`config.mk`:
```
export PLATFORM = sky130hd
export DESIGN_NAME = voice_allocator
export DESIGN_NICKNAME = d
export VERILOG_FILES = /design/src/rtl/voice_allocator.sv
export SDC_FILE = /design/constraint.sdc
export NUM_CORES = 1
export LEC_CHECK = 0
export CAP_MARGIN = 30
export CORE_ASPECT_RATIO = 1.4
export CORE_UTILIZATION = 43
export CTS_BUF_LIST = sky130_fd_sc_hd__clkbuf_4
export DETAILED_ROUTE_END_ITERATION = 16
export GPL_TIMING_DRIVEN = 0
export PLACE_DENSITY = 0.63
export SLEW_MARGIN = 20
export SYNTH_ARGS = -nofsm -noshare
export SYNTH_HDL_FRONTEND = slang
export SYNTH_SLANG_ARGS = --single-unit
```
`constraint.sdc`:
```
create_clock -name clk -period 7.7 [get_ports clk]
set_input_delay 1.925 -clock clk [delete_from_list [all_inputs] [get_ports clk]]
set_output_delay 1.925 -clock clk [all_outputs]
set_load 0.005 [all_outputs]
```
`src/rtl/voice_allocator.sv`:
```
// voice_allocator: maps note-on/note-off events onto a fixed bank of tone voices,
// steals voices when the bank is full and ramps released voices down to silence.
module voice_allocator #(
  parameter int unsigned NUM_VOICES   = 4,
  parameter int unsigned RELEASE_DIV  = 40000,
  parameter int unsigned RELEASE_STEP = 4,
  parameter int unsigned AGE_W        = 8
) (
  input  logic                      clk,
  input  logic                      reset,
  input  logic                      evValid,
  output logic                      evReady,
  input  logic                      evNoteOn,
  input  logic [15:0]               evTuneWord,
  input  logic [7:0]                evVolume,
  input  logic                      panic,
  output logic [24*NUM_VOICES-1:0]  notePackets,
  output logic [NUM_VOICES-1:0]     voiceBusy
);

  localparam int unsigned IDX_W = (NUM_VOICES > 1) ? $clog2(NUM_VOICES) : 1;
  localparam int unsigned DIV_W = (RELEASE_DIV > 1) ? $clog2(RELEASE_DIV) : 1;
  localparam logic [DIV_W-1:0] DIV_LAST = DIV_W'(RELEASE_DIV - 1);
  localparam logic [AGE_W-1:0] AGE_MAX  = '1;
  localparam logic [7:0]       STEP     = (RELEASE_STEP > 255) ? 8'hFF : 8'(RELEASE_STEP);

  typedef enum logic [1:0] {S_IDLE, S_SEARCH, S_COMMIT} fsm_t;
  typedef enum logic [1:0] {V_FREE, V_HELD, V_RELEASING} vstate_t;
  typedef enum logic [1:0] {OP_ON, OP_OFF, OP_DROP} op_t;

  fsm_t state_q, state_d;

  vstate_t          vst_q  [NUM_VOICES];
  vstate_t          vst_d  [NUM_VOICES];
  logic [15:0]      tune_q [NUM_VOICES];
  logic [15:0]      tune_d [NUM_VOICES];
  logic [7:0]       vol_q  [NUM_VOICES];
  logic [7:0]       vol_d  [NUM_VOICES];
  logic [AGE_W-1:0] age_q  [NUM_VOICES];
  logic [AGE_W-1:0] age_d  [NUM_VOICES];

  logic [24*NUM_VOICES-1:0] pkt_d;
  logic [NUM_VOICES-1:0]    busy_d;

  logic [DIV_W-1:0] presc_q;
  logic             tick;

  op_t         ev_op, op_q;
  logic [15:0] ev_tune_q;
  logic [7:0]  ev_vol_q;

  logic             on_hit, off_hit, free_hit, rel_hit, held_hit;
  logic [IDX_W-1:0] on_idx, off_idx, free_idx, rel_idx, held_idx;
  logic [AGE_W-1:0] rel_age, held_age;
  logic             srch_ok, tgt_ok_q;
  logic [IDX_W-1:0] srch_idx, tgt_q;

  // Event FSM
  always_ff @(posedge clk) begin
    if (reset || panic) state_q <= S_IDLE;
    else                state_q <= state_d;
  end

  always_comb begin
    state_d = state_q;
    evReady = 1'b0;
    case (state_q)
      S_IDLE: begin
        evReady = 1'b1;
        if (evValid) state_d = S_SEARCH;
      end
      S_SEARCH: state_d = S_COMMIT;
      S_COMMIT: state_d = S_IDLE;
      default:  state_d = S_IDLE;
    endcase
  end

  // A zero-volume note-on is a note-off; a zero tune word carries no pitch.
  always_comb begin
    if (!evNoteOn || evVolume == '0) ev_op = OP_OFF;
    else if (evTuneWord == '0)       ev_op = OP_DROP;
    else                             ev_op = OP_ON;
  end

  always_ff @(posedge clk) begin
    if (reset || panic) begin
      op_q      <= OP_DROP;
      ev_tune_q <= '0;
      ev_vol_q  <= '0;
      tgt_q     <= '0;
      tgt_ok_q  <= 1'b0;
    end else begin
      if (state_q == S_IDLE && evValid) begin
        op_q      <= ev_op;
        ev_tune_q <= evTuneWord;
        ev_vol_q  <= evVolume;
      end
      if (state_q == S_SEARCH) begin
        tgt_q    <= srch_idx;
        tgt_ok_q <= srch_ok;
      end
    end
  end

  // Candidate scan: first match wins for index priority, strict > keeps lowest index on age ties
  always_comb begin
    on_hit   = 1'b0; on_idx   = '0;
    off_hit  = 1'b0; off_idx  = '0;
    free_hit = 1'b0; free_idx = '0;
    rel_hit  = 1'b0; rel_idx  = '0; rel_age  = '0;
    held_hit = 1'b0; held_idx = '0; held_age = '0;
    for (int unsigned i = 0; i < NUM_VOICES; i++) begin
      if (vst_q[i] != V_FREE && tune_q[i] == ev_tune_q && !on_hit) begin
        on_hit = 1'b1;
        on_idx = IDX_W'(i);
      end
      if (vst_q[i] == V_HELD && tune_q[i] == ev_tune_q && !off_hit) begin
        off_hit = 1'b1;
        off_idx = IDX_W'(i);
      end
      if (vst_q[i] == V_FREE && !free_hit) begin
        free_hit = 1'b1;
        free_idx = IDX_W'(i);
      end
      if (vst_q[i] == V_RELEASING && (!rel_hit || age_q[i] > rel_age)) begin
        rel_hit = 1'b1;
        rel_idx = IDX_W'(i);
        rel_age = age_q[i];
      end
      if (vst_q[i] == V_HELD && (!held_hit || age_q[i] > held_age)) begin
        held_hit = 1'b1;
        held_idx = IDX_W'(i);
        held_age = age_q[i];
      end
    end

    srch_ok  = 1'b0;
    srch_idx = '0;
    case (op_q)
      OP_ON: begin
        srch_ok = 1'b1;
        if (on_hit)        srch_idx = on_idx;
        else if (free_hit) srch_idx = free_idx;
        else if (rel_hit)  srch_idx = rel_idx;
        else               srch_idx = held_idx;
      end
      OP_OFF: begin
        srch_ok  = off_hit;
        srch_idx = off_idx;
      end
      default: begin
        srch_ok  = 1'b0;
        srch_idx = '0;
      end
    endcase
  end

  assign tick = (presc_q == DIV_LAST);

  always_ff @(posedge clk) begin
    if (reset)     presc_q <= '0;
    else if (tick) presc_q <= '0;
    else           presc_q <= presc_q + 1'b1;
  end

  // Release ramp is applied first so a same-edge COMMIT overwrites its target afterwards
  always_comb begin
    vst_d  = vst_q;
    tune_d = tune_q;
    vol_d  = vol_q;
    age_d  = age_q;
    pkt_d  = '0;
    busy_d = '0;
    for (int unsigned i = 0; i < NUM_VOICES; i++) begin
      if (tick && vst_q[i] == V_RELEASING) begin
        vol_d[i] = (vol_q[i] > STEP) ? vol_q[i] - STEP : '0;
        if (vol_d[i] == '0) vst_d[i] = V_FREE;
      end
    end
    if (state_q == S_COMMIT && tgt_ok_q) begin
      for (int unsigned i = 0; i < NUM_VOICES; i++) begin
        if (IDX_W'(i) == tgt_q) begin
          if (op_q == OP_ON) begin
            vst_d[i]  = V_HELD;
            tune_d[i] = ev_tune_q;
            vol_d[i]  = ev_vol_q;
            age_d[i]  = '0;
          end else begin
            vst_d[i] = V_RELEASING;
          end
        end else if (op_q == OP_ON && vst_q[i] != V_FREE && age_q[i] != AGE_MAX) begin
          age_d[i] = age_q[i] + 1'b1;
        end
      end
    end
    for (int unsigned i = 0; i < NUM_VOICES; i++) begin
      busy_d[i] = (vst_d[i] != V_FREE);
      if (vst_d[i] != V_FREE) pkt_d[24*i +: 24] = {tune_d[i], vol_d[i]};
    end
  end

  always_ff @(posedge clk) begin
    if (reset || panic) begin
      for (int unsigned i = 0; i < NUM_VOICES; i++) begin
        vst_q[i]  <= V_FREE;
        tune_q[i] <= '0;
        vol_q[i]  <= '0;
        age_q[i]  <= '0;
      end
      notePackets <= '0;
      voiceBusy   <= '0;
    end else begin
      vst_q       <= vst_d;
      tune_q      <= tune_d;
      vol_q       <= vol_d;
      age_q       <= age_d;
      notePackets <= pkt_d;
      voiceBusy   <= busy_d;
    end
  end

endmodule

```
# Yosys cells after proc, flatten, opt, wreduce, memory -nomap -nowiden
# Index checks and enable logic that the tools add are counted.
# totals
regBits,283
out_inout_bits,101
wordCells,273
# classes
addsub,9
order_cmp,10
eq_ne,28
mux,99
bitwise_logic,4
n_reduce_logical,95
# ops
cell,n
8-bit two-way mux,32
16-bit two-way mux,8
16-bit equality test,4
64-bit two-way mux,1
2-bit two-way mux,29
8-bit > comparator,6
8-bit logical NOT,5
1-bit logical AND,37
"8-bit by 1-bit adder with 8-bit output, second input constant",4
"8-bit by 3-bit > comparator with 1-bit output, second input constant",4
32-bit two-way mux,1
"8-bit inequality test, second input constant",4
"8-bit by 3-bit subtractor with 8-bit output, second input constant",4
1-bit two-way mux,25
2-bit nonzero test,12
"16-bit by 1-bit adder with 16-bit output, second input constant",1
"16-bit equality test, second input constant",1
1-bit logical NOT,16
16-bit logical NOT,1
2-bit logical NOT,7
"2-bit by 1-bit equality test with 1-bit output, second input constant",6
3-bit AND reduction,4
"2-bit equality test, second input constant",5
2-bit OR reduction,5
other kinds (8),23

# Longest topological paths before layout
# Gate-level depths: netlist (run 1).
# depth
depth_word,18
ltp_mapped,25

# Least setup slack after synthesis (run 1)
# Ideal clock, no wire load.
# synth_path
path_type,reg2reg
start,register vst_q[7] in the netlist's numbering
end,register tgt_q[0]
setup_ns,0.130
arrival_ns,5.379
required_time_ns,7.570
path_slack_ns,2.191
path_stages_with_launch,25
n_path_buf,2
synth_period_minus_slack_ns,5.509
cell_sequence,dfxtp_1 nor2b_1 clkbuf_1 nand2_1 ha_1 a211o_1 a211oi_1 nor2b_1 a21boi_2 mux2_2 ha_1 nor2b_1 o211ai_1 a21oi_1 o41ai_2 clkbuf_1 o21ai_0 ha_1 nor2b_1 o211ai_1 a21oi_1 o31ai_1 a21bo_2 a211oi_1 o211ai_1
# synth_between
elab_chain_cells,18
# synth_lines
item,line_no,text
from (decl),33,vstate_t vst_q [NUM_VOICES];
from (signal assigned),213,vst_q <= vst_d;
2-bit by 1-bit equality test with 1-bit output / 2-bit equality test (equally long branches),"117, 130, 125",
"8-bit two-way mux, or another cell as far along",130,if (vst_q[i] == V_HELD && (!held_hit || age_q[i] > held_age)) begin
"8-bit > comparator, or another cell as far along",130,
"1-bit logical OR, on equally long branches","130, 125",
"1-bit logical AND, on equally long branches","130, 125",
"8-bit two-way mux, or another cell as far along",130,
"8-bit > comparator, or another cell as far along",130,
"1-bit logical OR, on equally long branches","130, 125",
(+2 left out),n/a,
"8-bit > comparator, or another cell as far along",130,
"1-bit logical OR, on equally long branches","130, 125",
"1-bit logical AND, on equally long branches","130, 125",
"2-bit two-way mux, or another cell as far along",130,
2-bit two-way mux,144,else if (rel_hit) srch_idx = rel_idx;
2-bit two-way mux,143,else if (free_hit) srch_idx = free_idx;
2-bit two-way mux,142,if (on_hit) srch_idx = on_idx;
2-bit one-hot mux with 2 select lines (*),139,case (op_q)
to (signal assigned),99,tgt_q <= srch_idx;
to (decl),56,"logic [IDX_W-1:0] srch_idx, tgt_q;"
# Every way passes the cells marked *; elsewhere a longest branch is shown, timed or not.
# A chain may end at the register's enable or synchronous reset.

# Worst setup path in the final report (run 1)
# Ends and elaborated chain as after synthesis.

==> results of run 1 <==
## where the power goes
part | internal, mW | switching (mW)
Clock | 0.657 | 0.591
Sequential | 1.47 | 0.00606
Combinational | 0.0353 | 0.0633
## cells in the mapped netlist (5+ instances only)
| library cell | count |
|---|---|
| nor2_2 | 20 |
| xor2_1 | 25 |
| nand4_1 | 39 |
| o31ai_1 | 6 |
| dfxtp_1 | 283 |
| nand3_1 | 19 |
| nor2_1 | 264 |
| clkbuf_1 | 50 |
| or3_1 | 15 |
| nor2_4 | 5 |
| inv_1 | 36 |
| buf_6 | 5 |
| nor2b_1 | 21 |
| a31oi_1 | 10 |
| nand2b_1 | 12 |
| nand2_1 | 122 |
| nor3_1 | 19 |
| xnor2_1 | 76 |
| a211o_1 | 5 |
| and2_1 | 13 |
| a21oi_1 | 66 |
| o21ai_0 | 46 |
| nor4b_1 | 5 |
| a211oi_1 | 6 |
| mux2i_1 | 66 |
| buf_2 | 6 |
| nor4_1 | 22 |
| nor3b_1 | 8 |
| mux2_2 | 25 |
| ha_1 | 61 |
| o211ai_1 | 14 |
| o311ai_0 | 5 |
| clkbuf_8 | 5 |
| o21a_1 | 7 |
## flip-flops by register name (all words and copies together) (netlist names)
| register | flops |
|---|---|
| age_q | 32 |
| presc_q | 16 |
| notePackets | 96 |
| vol_q | 32 |
| tune_q | 64 |
| state_q | 2 |
| ev_tune_q | 16 |
| ev_vol_q | 8 |
| vst_q | 8 |
| tgt_ok_q | 1 |
| op_q | 2 |
| voiceBusy | 4 |
| tgt_q | 2 |
## critical path, delay by kind of cell (launching register included)
| kind | cells | cell delay (ns) |
|---|---|---|
| buffers and inverters | 2 | 0.79 |
| DFF | 1 | 0.41 |
| adders and majority gates | 3 | 0.90 |
| muxes | 1 | 0.36 |
| and+or+nand+nor | 5 | 0.99 |
| AOI/OAI and AO/OA | 13 | 3.01 |
## layer usage
layer	vias up	share of wire	GRT usage
li1	5486	-	-
met1	5148	0.39	0.251
met2	260	0.53	0.430
met3	77	0.047	0.0485
met4	0	0.032	0.103
met5	-	0	0
## kinds of logic (layout without fill, tap and decap cells)
family	after synthesis	count (layout)	synth area share
XOR/XNOR	101	101	0.0676
adder cells (fa/ha/maj)	61	61	0.0583
AND/OR/NAND/NOR	619	619	0.228
flip-flops	283	283	0.433
AO/OA/AOI/OAI	204	204	0.102
other	0	1	0
buffers and inverters	106	347	0.0395
multiplexers	91	91	0.0720
## path summary, 6_finish.rpt
path	slack (ns)	to	startpoint
worst max register to register	1.11	tgt_q[0]	vst_q[7]
worst min register to register	0.46	presc_q[0]	presc_q[0]
worst min-delay path	0.46	presc_q[0]	presc_q[0]
worst max-delay path	1.11	tgt_q[0]	vst_q[7]
## through the flow
stage	setup WS [ns]	hold WS (ns)
floorplan	2.19	0.428
global placement	1.14	0.445
detailed placement	1.19	0.455
CTS	1.14	0.468
global route	0.410	0.486
finish	1.11	0.462
## area by class of cell
type                            instances  area [um2]
Antenna cell                            1        2.50
Buffer                                 70         382
Clock buffer                          100         751
Clock inverter                         12        97.6
Fill cell                            2828       14200
Inverter                               36         135
Multi-Input combinational cell       1076        6910
Sequential cell                       283        5670
Tap cell                              385         482
Timing Repair Buffer                  129        1290
==> flow_summary.toml, run 1 <==
[detailed_routing]
antenna_left = 0
drc = 0
drtIter0Drc = 364
vias = 11000
wirelength_um = 35600
first_pass_iters = 4
routed_via_density = 5.24
wl_per_cell_um = 17.0

[global_route]
grt_pass1_wl_um = 56500
grt_max_degree = 11
overflow = 0
antenna_found_initial = 1
track_usage = 0.233
first_global_vias = 10900

[sta]
min_period_ns = 6.59
final.setup_skew_ns = 0.0372
max_freq_mhz = 152
fin_crit_sh = 0.856
rsz0062_at_grt = "false"
worst_slew_pin_slew_ns = 0.919
finalHoldViolCount = 0
finalSetupViolations = 0
slew_violations = 0
slew_headroom = 0.382
setup_tns_ns = 0

[clocking]
cts_root_buf = "clkbuf_4"
hold_buffers = 0
clkSlewWorstSetupHoldPaths_ns = 0.06
cts_sinks = 283
tritoncts = "built"
clk_latency_ns = 0.70
cts_buffers = 69
clock_path_buffers = 3
htreeDepth = 3
cts_setup_buffers = 0
postCtsResizedCells = 0

[setup_path]
slowest_stage = "o41ai_2"
critPathLaunchType = "flip-flop"
cp_common_cell = "nor2b_1"
worstRegToRegCells = 24
worstPathCellList = "nor2b_1 > clkbuf_1 > nand2_1 > ha_1 > a211o_1 > a211oi_1 > nor2b_1 > a21boi_2 > mux2_2 > ha_1 > nor2b_1 > o211ai_1 > a21oi_1 > o41ai_2 > clkbuf_1 > o21ai_0 > ha_1 > nor2b_1 > o211ai_1 > a21oi_1 > o31ai_1 > a21bo_2 > a211oi_1 > o211ai_1"
crit_type = "reg -> reg"
slowest_delay_ns = 0.66
worstPathRequired_ns = 8.23
arrival_ns = 7.13
cp_max_fo = 10
crit_path_end_kind = "flip-flop"

[place]
place_inst = 1979
gp_congestion = 0.897
post_dp_cell_area_um2 = 14900
io_buffers = 129
dpl.hpwl_um = 27100

[power_and_ir_drop]
ir_drop_mv = 0.138
static-leakage-power_nw = 6.00
p_per_area_nw_per_um2 = 180
power_mw = 2.82

[die]
dieArea_um2 = 31200
initial_core_util = 0.437
die_h_um = 208
core_um2 = 29900
die-width_um = 149
core.rowCount = 75
io_pins = 130

[cells_and_area]
final_nets = 1755
finish.instance_area_um2 = 15700
final_common_cell = "dfxtp_1"
final_cell_mix = "dfxtp_1 (283), nor2_1 (264), clkdlybuf4s50_1 (129), nand2_1 (122), clkbuf_4 (100)"
layout.cells.non_filler = 2092
utilization = 0.525
drive_gt1_frac = 0.117
syn2layout_area_growth_pct = 20.0

[synth]
synth_edf_count = 0
syn_nets = 1555
ys_warn_count = 0
synthesis.area_um2 = 13100
synth_area_leaders = "dfxtp_1 (43%), nor2_1 (7.6%), ha_1 (5.8%), xnor2_1 (5.1%), mux2i_1 (5.0%)"
synth_cell_type_count = 80
async_flop_share = 0
synthCells = 1465
synth_top_area_share = 0.433
ys_seq_area_frac = 0.433
synth-seq-cells = 283
synth_area_leader_cell = "dfxtp_1"
ys.flop_type = "dfxtp_1"
synth.avg_cell_area_um2 = 8.94

[hold_path]
hold_path_depth = 1
min_path_type = "reg -> reg"

[job]
drv_cap = 0

[run_status]
outcome = "finished clean"
Power figures use the tool's default switching activity.
==> run 2, diff against run 1 <==
- CORE_ASPECT_RATIO: 1.4 -> 1.1
==> flow_summary.toml, run 2 (synthesis results as in run 1) <==
[sta]
slew_headroom = 0.330
worst_slew_pin_slew_ns = 0.996
finalHoldViolCount = 0
rsz0062_at_grt = "false"
slew_violations = 0
worst_slack_ns = 0.796
setup_tns_ns = 0
fin_crit_sh = 0.897
final.setup_skew_ns = 0.0329
max_freq_mhz = 145
finalSetupViolations = 0
worst_hold_slack_ns = 0.455
min_period_ns = 6.90

[power_and_ir_drop]
p_seq_frac = 0.501
p_per_area_nw_per_um2 = 186
static-leakage-power_nw = 6.08
p_switching_mw = 0.711
combinationalPowerShare = 0.034
swShare = 0.241
clkPwrFrac = 0.465
ir_drop_mv = 0.164
cellInternalPower_mw = 2.24

[place]
gp_congestion = 0.952
dpl.hpwl_um = 26800
io_buffers = 129
place_ws_ns = 0.884

[global_route]
antenna_found_initial = 2
grt_pass1_wl_um = 56600
first_global_vias = 10900
track_usage = 0.232
grt_max_degree = 13
overflow = 0

[detailed_routing]
drc = 0
antenna_left = 0
wl_per_cell_um = 16.9
wirelength_um = 35700
routed_via_density = 5.25
vias = 11100
first_pass_iters = 5
drtIter0Drc = 592

[clocking]
cts_sinks = 283
htreeDepth = 3
cts_buffers = 78
cts_setup_buffers = 0
clock_path_buffers = 3
clk_latency_ns = 0.71
tritoncts = "built"
hold_buffers = 0
clkSlewWorstSetupHoldPaths_ns = 0.06
cts_root_buf = "clkbuf_4"
postCtsResizedCells = 0

[setup_path]
cp_max_fo = 10
slowest_stage = "o41ai_2"
crit_type = "reg -> reg"
critPathLaunchType = "flip-flop"
crit_path_end_kind = "flip-flop"
cp.buffers_inverters = 2
crit_family = "compound AO/OA/AOI/OAI gates"
arrival_ns = 7.46
worstPathCellList = "nor2b_1 > clkbuf_1 > nand2_1 > ha_1 > o21a_1 > a211oi_1 > a21oi_1 > a21boi_2 > mux2_2 > ha_1 > nor2b_1 > o211ai_1 > a21oi_1 > o41ai_2 > clkbuf_1 > o21ai_0 > ha_1 > nor2b_1 > o211ai_1 > a21oi_1 > o31ai_1 > a21bo_2 > a211oi_1 > o211ai_1"
slowest_delay_ns = 0.73
worstPathRequired_ns = 8.25

[cells_and_area]
regMostFlops = "notePackets"
drive_gt1_frac = 0.124
final_cell_mix = "dfxtp_1 (283), nor2_1 (264), clkdlybuf4s50_1 (129), nand2_1 (122), clkbuf_4 (110)"
utilization = 0.533
largest_reg_flops = 96
final_nets = 1764
largestRegisters = "notePackets: 96 flops, tune_q: 64 flops"
fillers = 2834
final_common_cell = "dfxtp_1"
syn2layout_area_growth_pct = 21.1

[die]
core_um2 = 29700
io_pins = 130
die_h_um = 185
core.rowCount = 66
dieArea_um2 = 31200
initial_core_util = 0.440
die-width_um = 168

[job]
drv_cap = 0

[run_status]
outcome = "finished clean"

[hold_path]
min_path_type = "reg -> reg"
[run 2: area by class of cell]
cell class,instances,area [um2],area share
well taps,374,468,0.0295
plain buffers,70,382,0.0241
flip-flops and latches,283,5670,0.357
inverters,36,135,0.00852
clock inverters,27,175,0.0110
repair buffers,129,1290,0.0814
clock buffers,110,826,0.0521
multi-input cells,1076,6910,0.436
diodes,2,5.00,0.000316
[run 2: tightest hold or removal path, stage by stage, from the launching register on]
cell     delay [ns]
dfxtp_1        0.30
nand2_1        0.05
a21oi_1        0.05
[run 2: final timing paths]
check	from	end	slack [ns]	cells past startpoint
min	tgt_ok_q	tgt_ok_q	0.45	2
max	vst_q[7]	tgt_q[0]	0.80	24
min reg2reg	tgt_ok_q	tgt_ok_q	0.45	2
max reg2reg	vst_q[7]	tgt_q[0]	0.80	24
[run 2: metal layers]
layer	global-route usage	vias up	wire, um
li1	-	5541	-
met1	0.277	5171	15400
met2	0.409	288	17600
met3	0.0509	53	1960
met4	0.0822	0	723
met5	0	-	0
[run 2: power groups by stage]
stage / logic [mW] / clock network [mW] / registers [mW]
after global routing: 0.108 / 1.50 / 1.48
after CTS: 0.100 / 1.41 / 1.48
after detailed placement: 0.0993 / 0 / 1.51
after global placement: 0.0992 / 0 / 1.51
after floorplan: 0.0531 / 0 / 1.51
final: 0.100 / 1.37 / 1.48
[run 2: stage by stage]
step	area [um2]	instances	power, mW
3_3_place_gp	14900	1968	1.61
5_1_grt	15900	2107	3.08
3_5_place_dp	14900	1968	1.61
2_1_floorplan	13100	1465	1.56
4_1_cts	15900	2105	2.99
6_report	15900	2107	2.95
